$ cat config.mk
export PLATFORM = sky130hd
export DESIGN_NAME = sevenseg_scan_ctrl
export DESIGN_NICKNAME = d
export VERILOG_FILES = /design/src/rtl/sevenseg_scan_ctrl.sv
export SDC_FILE = /design/constraint.sdc
export NUM_CORES = 1
export LEC_CHECK = 0
export BUFFER_PORTS_ARGS = -buffer_cell sky130_fd_sc_hd__buf_2
export CORE_ASPECT_RATIO = 1.2
export CORE_MARGIN = 2
export CORE_UTILIZATION = 55
export DETAILED_ROUTE_END_ITERATION = 16
export PLACE_DENSITY = 0.85
export SLEW_MARGIN = 0
export SYNTH_ARGS = -nofsm -noshare
export SYNTH_HDL_FRONTEND = slang
export SYNTH_SLANG_ARGS = --single-unit
$ cat constraint.sdc
create_clock -name clk -period 3.5 [get_ports clk]
set_input_delay 0.525 -clock clk [delete_from_list [all_inputs] [get_ports clk]]
set_output_delay 0.525 -clock clk [all_outputs]
set_load 0.01 [all_outputs]
$ cat src/rtl/sevenseg_scan_ctrl.sv
// Write-mapped scan controller for an 8-digit common-anode seven-segment display.
// Optional leading-zero blanking is built when SEVENSEG_LZB_EN is defined.
module sevenseg_scan_ctrl #(
    parameter int unsigned DIGIT_CYCLES = 100000,
    parameter int unsigned BLANK_CYCLES = 1000
) (
    input  logic        clk,
    input  logic        resetn,
    input  logic        wr_en,
    input  logic [1:0]  wr_addr,
    input  logic [31:0] wr_data,
    output logic        wr_ready,
    output logic [7:0]  catodes,
    output logic [7:0]  anodes
);

    localparam int unsigned TMAX = (DIGIT_CYCLES > BLANK_CYCLES) ? DIGIT_CYCLES : BLANK_CYCLES;
    localparam int unsigned TW   = (TMAX > 1) ? $clog2(TMAX) : 1;
    localparam logic [TW-1:0] DIG_LAST = TW'(DIGIT_CYCLES - 1);
    localparam logic [TW-1:0] BLK_LAST = TW'(BLANK_CYCLES - 1);

    typedef enum logic [1:0] {
        ADDR_VALUE  = 2'd0,
        ADDR_ENABLE = 2'd1,
        ADDR_DP     = 2'd2,
        ADDR_RSVD   = 2'd3
    } addr_e;

    typedef enum logic {
        ST_BLANK  = 1'b0,
        ST_ACTIVE = 1'b1
    } state_e;

    state_e        state_q,   state_d;
    logic [TW-1:0] timer_q,   timer_d;
    logic [2:0]    idx_q,     idx_d;
    logic [31:0]   value_q,   value_d;
    logic [7:0]    enable_q,  enable_d;
    logic [7:0]    dp_q,      dp_d;
    logic          wr_ready_q, wr_ready_d;
    logic [7:0]    anodes_q,  anodes_d;
    logic [7:0]    catodes_q, catodes_d;

    logic [3:0]    nibble;
    logic          lz_show;
    logic          digit_show;

    function automatic logic [7:0] hex7(input logic [3:0] n);
        logic [7:0] seg;
        seg = 8'hFF;
        unique case (n)
            4'h0: seg = 8'hC0;
            4'h1: seg = 8'hF9;
            4'h2: seg = 8'hA4;
            4'h3: seg = 8'hB0;
            4'h4: seg = 8'h99;
            4'h5: seg = 8'h92;
            4'h6: seg = 8'h82;
            4'h7: seg = 8'hF8;
            4'h8: seg = 8'h80;
            4'h9: seg = 8'h90;
            4'hA: seg = 8'h88;
            4'hB: seg = 8'h83;
            4'hC: seg = 8'hC6;
            4'hD: seg = 8'hA1;
            4'hE: seg = 8'h86;
            4'hF: seg = 8'h8E;
            default: seg = 8'hFF;
        endcase
        return seg;
    endfunction

    assign nibble = value_q[{idx_q, 2'b00} +: 4];

`ifdef SEVENSEG_LZB_EN
    // Digit 0 is never treated as a leading zero.
    assign lz_show = (idx_q == 3'd0) || ((value_q >> {idx_q, 2'b00}) != 32'd0);
`else
    assign lz_show = 1'b1;
`endif

    assign digit_show = enable_q[idx_q] && lz_show;

    always_comb begin
        state_d    = state_q;
        timer_d    = timer_q;
        idx_d      = idx_q;
        value_d    = value_q;
        enable_d   = enable_q;
        dp_d       = dp_q;
        wr_ready_d = 1'b0;
        anodes_d   = anodes_q;
        catodes_d  = catodes_q;

        if (wr_en && !wr_ready_q) begin
            wr_ready_d = 1'b1;
            unique case (addr_e'(wr_addr))
                ADDR_VALUE:  value_d  = wr_data;
                ADDR_ENABLE: enable_d = wr_data[7:0];
                ADDR_DP:     dp_d     = wr_data[7:0];
                ADDR_RSVD:   ;
                default:     ;
            endcase
        end

        // Segment/anode content is captured from the pre-write registers on
        // ACTIVE entry and held unchanged for the whole digit.
        unique case (state_q)
            ST_BLANK: begin
                anodes_d  = '1;
                catodes_d = '1;
                if (timer_q == BLK_LAST) begin
                    state_d   = ST_ACTIVE;
                    timer_d   = '0;
                    anodes_d  = digit_show ? ~(8'b1 << idx_q) : 8'hFF;
                    catodes_d = hex7(nibble) & ~{dp_q[idx_q], 7'b0};
                end else begin
                    timer_d = timer_q + 1'b1;
                end
            end
            ST_ACTIVE: begin
                if (timer_q == DIG_LAST) begin
                    state_d   = ST_BLANK;
                    timer_d   = '0;
                    idx_d     = idx_q + 3'd1;
                    anodes_d  = '1;
                    catodes_d = '1;
                end else begin
                    timer_d = timer_q + 1'b1;
                end
            end
            default: begin
                state_d   = ST_BLANK;
                timer_d   = '0;
                anodes_d  = '1;
                catodes_d = '1;
            end
        endcase
    end

    always_ff @(posedge clk) begin
        if (!resetn) begin
            state_q    <= ST_BLANK;
            timer_q    <= '0;
            idx_q      <= '0;
            value_q    <= '0;
            enable_q   <= '1;
            dp_q       <= '0;
            wr_ready_q <= 1'b0;
            anodes_q   <= '1;
            catodes_q  <= '1;
        end else begin
            state_q    <= state_d;
            timer_q    <= timer_d;
            idx_q      <= idx_d;
            value_q    <= value_d;
            enable_q   <= enable_d;
            dp_q       <= dp_d;
            wr_ready_q <= wr_ready_d;
            anodes_q   <= anodes_d;
            catodes_q  <= catodes_d;
        end
    end

    assign wr_ready = wr_ready_q;
    assign anodes   = anodes_q;
    assign catodes  = catodes_q;

endmodule

# Word-level counts from Yosys, hierarchy flattened
# Memories as Yosys holds them, arrays and structs flattened.
# Index checks and enable logic that the tools add are counted.
[op_classes]
n_addsub = 2
order_cmp = 1
n_eq_ne = 5
n_shift = 2
n_mux = 19
bitwise_logic = 4
reduce_logical = 7
[ops]
columns = ["operator", "count"]
rows = [
  ["$mux W8", 6],
  ["$mux W17", 2],
  ["$pmux W17 S2", 1],
  ["$pmux W8 S2", 2],
  ["$shiftx A32 B6 Y4", 1],
  ["$add A17 B1 Y17 const B", 1],
  ["$eq A17 B10 Y1 const B", 1],
  ["$eq A17 B17 Y1 const B", 1],
  ["$not A8 Y8", 2],
  ["$and A8 B8 Y8", 1],
  ["$reduce_and A2 Y1", 4],
  ["$shl A1 B3 Y8 const A", 1],
  ["$bmux W1 S3", 2],
  ["$mux W1", 5],
  ["$lt A3 B4 Y1 const B", 1],
  ["$add A3 B1 Y3 const B", 1],
  ["$eq A2 B1 Y1 const B", 1],
  ["$eq A2 B2 Y1 const B", 1],
  ["$logic_not A2 Y1", 1],
  ["$ne A2 B1 Y1 const B", 1],
  ["$pmux W1 S2", 1],
  ["$logic_and A1 B1 Y1", 1],
  ["$logic_not A1 Y1", 1],
  ["$not A1 Y1", 1],
]
[word_totals]
reg_bits = 86
mem_bits_ro = 112
inputBits = 37
out_inout_bits = 17
word_cells = 50
mem_count = 1
[mem_list]
columns = ["name", "words", "width", "rd", "rd_ports_with_merged_regs", "wr", "line", "rtl"]
rows = [
  ["(name not given)", 16, 7, 1, 0, 0, "51", "unique case (n)"],
]

# Longest topological paths before layout
# An unclocked memory read counts as a cell.
[depth]
ltp_word = 7
mapped_depth = 9

# Worst setup path after synthesis
# No wires, ideal clock.
[synth_timing]
path_type = "register -> register"
start = "register idx_q[0]"
end = "register catodes_q[6], in the netlist catodes[6]"
setup_time_ns = 0.124
arrival_time_ns = 2.408
t_required_ns = 3.376
setup_slack_ns = 0.968
path_stages_with_launch = 9
n_path_buf = 1
synth_period_minus_slack_ns = 2.532
path_cell_list = "dfxtp_1 buf_6 mux4_1 mux2i_1 inv_1 ha_1 mux2_2 a221oi_1 o21ai_0"
[synth_between]
elab_chain_cells = 7
[synth_rtl]
columns = ["item", "line", "rtl"]
rows = [
  ["start: declaration", "36", "logic [2:0] idx_q, idx_d;"],
  ["start signal: assignment", "155", "idx_q <= idx_d;"],
  ["$shiftx A32 B6 Y4", "73", "assign nibble = value_q[{idx_q, 2'b00} +: 4];"],
  ["$mem_v2 Z16 W7", "-", ""],
  ["$mux W8", "112", "if (timer_q == BLK_LAST) begin"],
  ["$mux W8", "108", "unique case (state_q)"],
  ["$and A8 B8 Y8", "116", "catodes_d = hex7(nibble) & ~{dp_q[idx_q], 7'b0};"],
  ["$mux W8", "112", ""],
  ["$pmux W8 S2", "108", ""],
  ["end signal: assignment", "161", "catodes_q <= catodes_d;"],
  ["end: declaration", "42", "logic [7:0] catodes_q, catodes_d;"],
]
# No other way between the ends. The select of a mux whose other input is x is not followed.
# A chain may end at the register's enable or synchronous reset.

# Worst setup path in the final report
[layout_timing]
start = "register idx_q[1]"
end = "register catodes_q[6], in the netlist catodes[6]"
# Same word-level chain as after synthesis.

==> results.yml <==
outcome:
  outcome: "finished, final reports clean"
critical_path:
  crit_path_cell_trace: "mux4_1 -> mux2i_1 -> inv_1 -> ha_1 -> mux2_2 -> a221oi_1 -> o21ai_0"
  start_kind: "register"
  cp_top_family: "multiplexers"
  cp_slowest_cell: "dfxtp_1"
  crit_buf_inv: 1
  crit_fanout: 16
  cp_data_required_time_ns: 3.71
  worstPathArrival_ns: 2.88
  crit_path_max_incr_delay_ns: 0.68
  critPathCaptureType: "register"
  crit_type: "register to register"
yosys:
  syn_inst: 443
  synth_ff_type: "dfxtp_1"
  ys_ff_latch: 86
  ys_seq_area_share_pct: 43.6
  async_flop_share_pct: 0
  mappedNetlistNets: 493
  synthDistinctLibCells: 46
  syn-cell-area_mm2: 0.00395
  synth_edf_count: 0
  ys_warn_count: 0
  syn_avg_cell_area_um2: 8.91
global_route:
  grt_max_degree: 33
  overflow: 0
  grt_pass1_wl_mm: 13.6
  antenna_found_initial: 0
  grt_usage_pct: 21.8
  grt_pass1_vias: 2995
die:
  die_h_um: 96.8
  initial_utilization_pct: 57.2
  io_pins: 54
  die-area_mm2: 0.00787
  core_mm2: 0.00690
  die_w_um: 81.3
  core.rowCount: 33
finish:
  drive_above_1_share_pct: 16.8
  area_delta_synth_final_pct: 11.9
  nets: 536
  antenna_cells: 0
  nFillCells: 574
  stdcell_area_mm2: 0.00441
  multi_input_area_mm2: 0.00205
  seq_area_mm2: 0.00172
  layoutNonFillerInstCount: 576
  utilization_pct: 64.0
place:
  io_buffers: 53
  routabilityCongestion: 0.876
  dp.cells: 562
  dp_hpwl_mm: 6.10
  dpl_cell_area_mm2: 0.00421
cts:
  ctsHoldBuffers: 0
  ctsResizeCount: 0
  cts_tree: "yes"
  cts.clk_slew.worst_paths_ns: 0.08
  cts_buffers: 9
  clock-root-buffer: "clkbuf_8"
  cts_htree_levels: 3
  clockBufferDepth: 2
  cts_setup_buffers: 0
  clk_latency_ns: 0.35
  clock-sinks: 86
power_and_ir_drop:
  power_density_mw_per_mm2: 419
  ir_drop_mv: 0.262
  leakagePower_nw: 1.75
drt:
  dr.first_iter.drc_count: 129
  ant_nets: 0
  drc: 0
  dr.pass1.iters: 4
  num_vias: 3205
  vias_per_cell: 5.56
  routedWlPerCell_um: 14.3
  totalWireLength_mm: 8.21
sta:
  clock_skew_ns: 0.00855
  setup_viol: 0
  worst_slew_pin_slew_ns: 0.993
  hold_slack_ns: 0.408
  drv_slew: 0
  fin_tns_setup_ns: 0
  timing.slew.headroom_pct: 33.8
  finalCriticalPeriod_ns: 2.67
  fin_crit_sh_pct: 76.2
  hold_viol_final: 0
  max_freq_mhz: 375
  grt_setup_unrepaired: "false"
min_path:
  hold_path.class: "input pin to register"
flow_run:
  max-cap-violations: 0
==> cells in the final DEF, fill, tap and decap left out, types with 2 or more instances in the layout <==
cell	Yosys	routed
nand2_1	114	114
dfxtp_1	86	86
buf_2	3	53
a21oi_1	42	42
nor2_1	34	34
nand3_1	14	14
ha_1	13	13
inv_1	12	12
xnor2_1	12	12
mux4_1	11	11
mux2i_1	9	9
clkbuf_8	1	9
nor3_1	7	6
o2bb2ai_1	6	6
and3_1	6	6
nand4_1	5	5
o21ai_0	5	5
xor2_1	5	5
nor4_1	4	4
a221oi_1	3	3
buf_4	0	3
nand2b_1	2	2
and2_1	2	2
or2_2	2	2
or4_1	2	2
mux2i_4	2	2
mux2_2	2	2
o21ai_1	2	2
a31oi_1	2	2
bufinv_16	0	2
==> metrics by stage <==
stage	total power [mW]	setup slack (ns)
after floorplan	1.11	0.968
final	1.85	0.832
after global routing	1.91	0.640
after global placement	1.14	0.980
after detailed placement	1.15	0.837
after CTS	1.86	0.821
==> layer usage <==
layer / vias up / wire (um) / track usage (%)
li1: 1602 / - / -
met1: 1518 / 3590 / 27.3
met2: 73 / 4140 / 36.6
met3: 12 / 339 / 4.29
met4: 0 / 140 / 7.95
met5: - / 0 / 0
==> Yosys cell counts, types with 2 or more instances <==
master | n | share of area [%]
clkbuf_1 | 15 | 1.4
nand4_1 | 5 | 0.79
mux4_1 | 11 | 7.3
o21ai_1 | 2 | 0.25
nor4_1 | 4 | 0.63
xnor2_1 | 12 | 2.7
nand2_1 | 114 | 11
a31oi_1 | 2 | 0.32
a21oi_1 | 42 | 5.3
and3_1 | 6 | 0.95
o2bb2ai_1 | 6 | 1.3
mux2i_1 | 9 | 2.3
o21ai_0 | 5 | 0.63
and2_1 | 2 | 0.32
or2_2 | 2 | 0.32
nand3_1 | 14 | 1.8
inv_1 | 12 | 1.1
nor2_1 | 34 | 3.2
ha_1 | 13 | 4.1
xor2_1 | 5 | 1.1
a221oi_1 | 3 | 0.67
buf_2 | 3 | 0.38
or4_1 | 2 | 0.38
mux2_2 | 2 | 0.57
buf_6 | 4 | 1.1
nand2b_1 | 2 | 0.32
nor3_1 | 7 | 0.89
mux2i_4 | 2 | 1.1
dfxtp_1 | 86 | 44
==> state kept, by name (all words and copies together) (netlist names) <==
name      flops
idx_q         3
value_q      32
enable_q      8
wr_ready      1
timer_q      17
anodes        8
state_q       1
dp_q          8
catodes       8
==> where the power goes <==
group | switching, mW | internal [mW] | total, mW
Clock | 0.327 | 0.394 | 0.722
Combinational | 0.0669 | 0.0472 | 0.114
Sequential | 0.0134 | 1.00 | 1.01
Total | 0.408 | 1.44 | 1.85
==> worst register-to-register path: stages, from the launching register on <==
cell and delay, ns:
dfxtp_1 0.68, mux4_1 0.38, mux2i_1 0.50, inv_1 0.15, ha_1 0.23, mux2_2 0.26
a221oi_1 0.23, o21ai_0 0.10
==> cell families (layout without fill, tap and decap cells) <==
logic type      after synthesis  in the layout  share of synthesized area (%)
buf+inv                      37             83                           4.63
flops                        86             86                           43.6
compound gates               64             64                           9.45
simple gates                201            201                           22.5
mux                          25             25                           11.9
fa+ha+maj                    13             13                           4.12
xor+xnor                     17             17                           3.77
==> final cells by class <==
cell class | instances | area share, %
clock buffers | 10 | 2.89
clock inverters | 4 | 1.67
inverters | 13 | 1.11
multi-input cells | 320 | 46.3
flip-flops and latches | 86 | 39.0
well taps | 87 | 2.47
repair buffers | 56 | 6.52
==> worst paths after layout <==
| path | slack, ns | startpoint | end | cells after the start |
|---|---|---|---|---|
| worst max-delay path | 0.83 | idx_q[1] | catodes[6] | 7 |
| worst max register to register | 0.83 | idx_q[1] | catodes[6] | 7 |
| worst min register to register | 0.46 | value_q[5] | value_q[5] | 2 |
| worst min-delay path | 0.41 | wr_data[25] | value_q[25] | 3 |
Note: power is estimated with default switching activity, not from simulation.
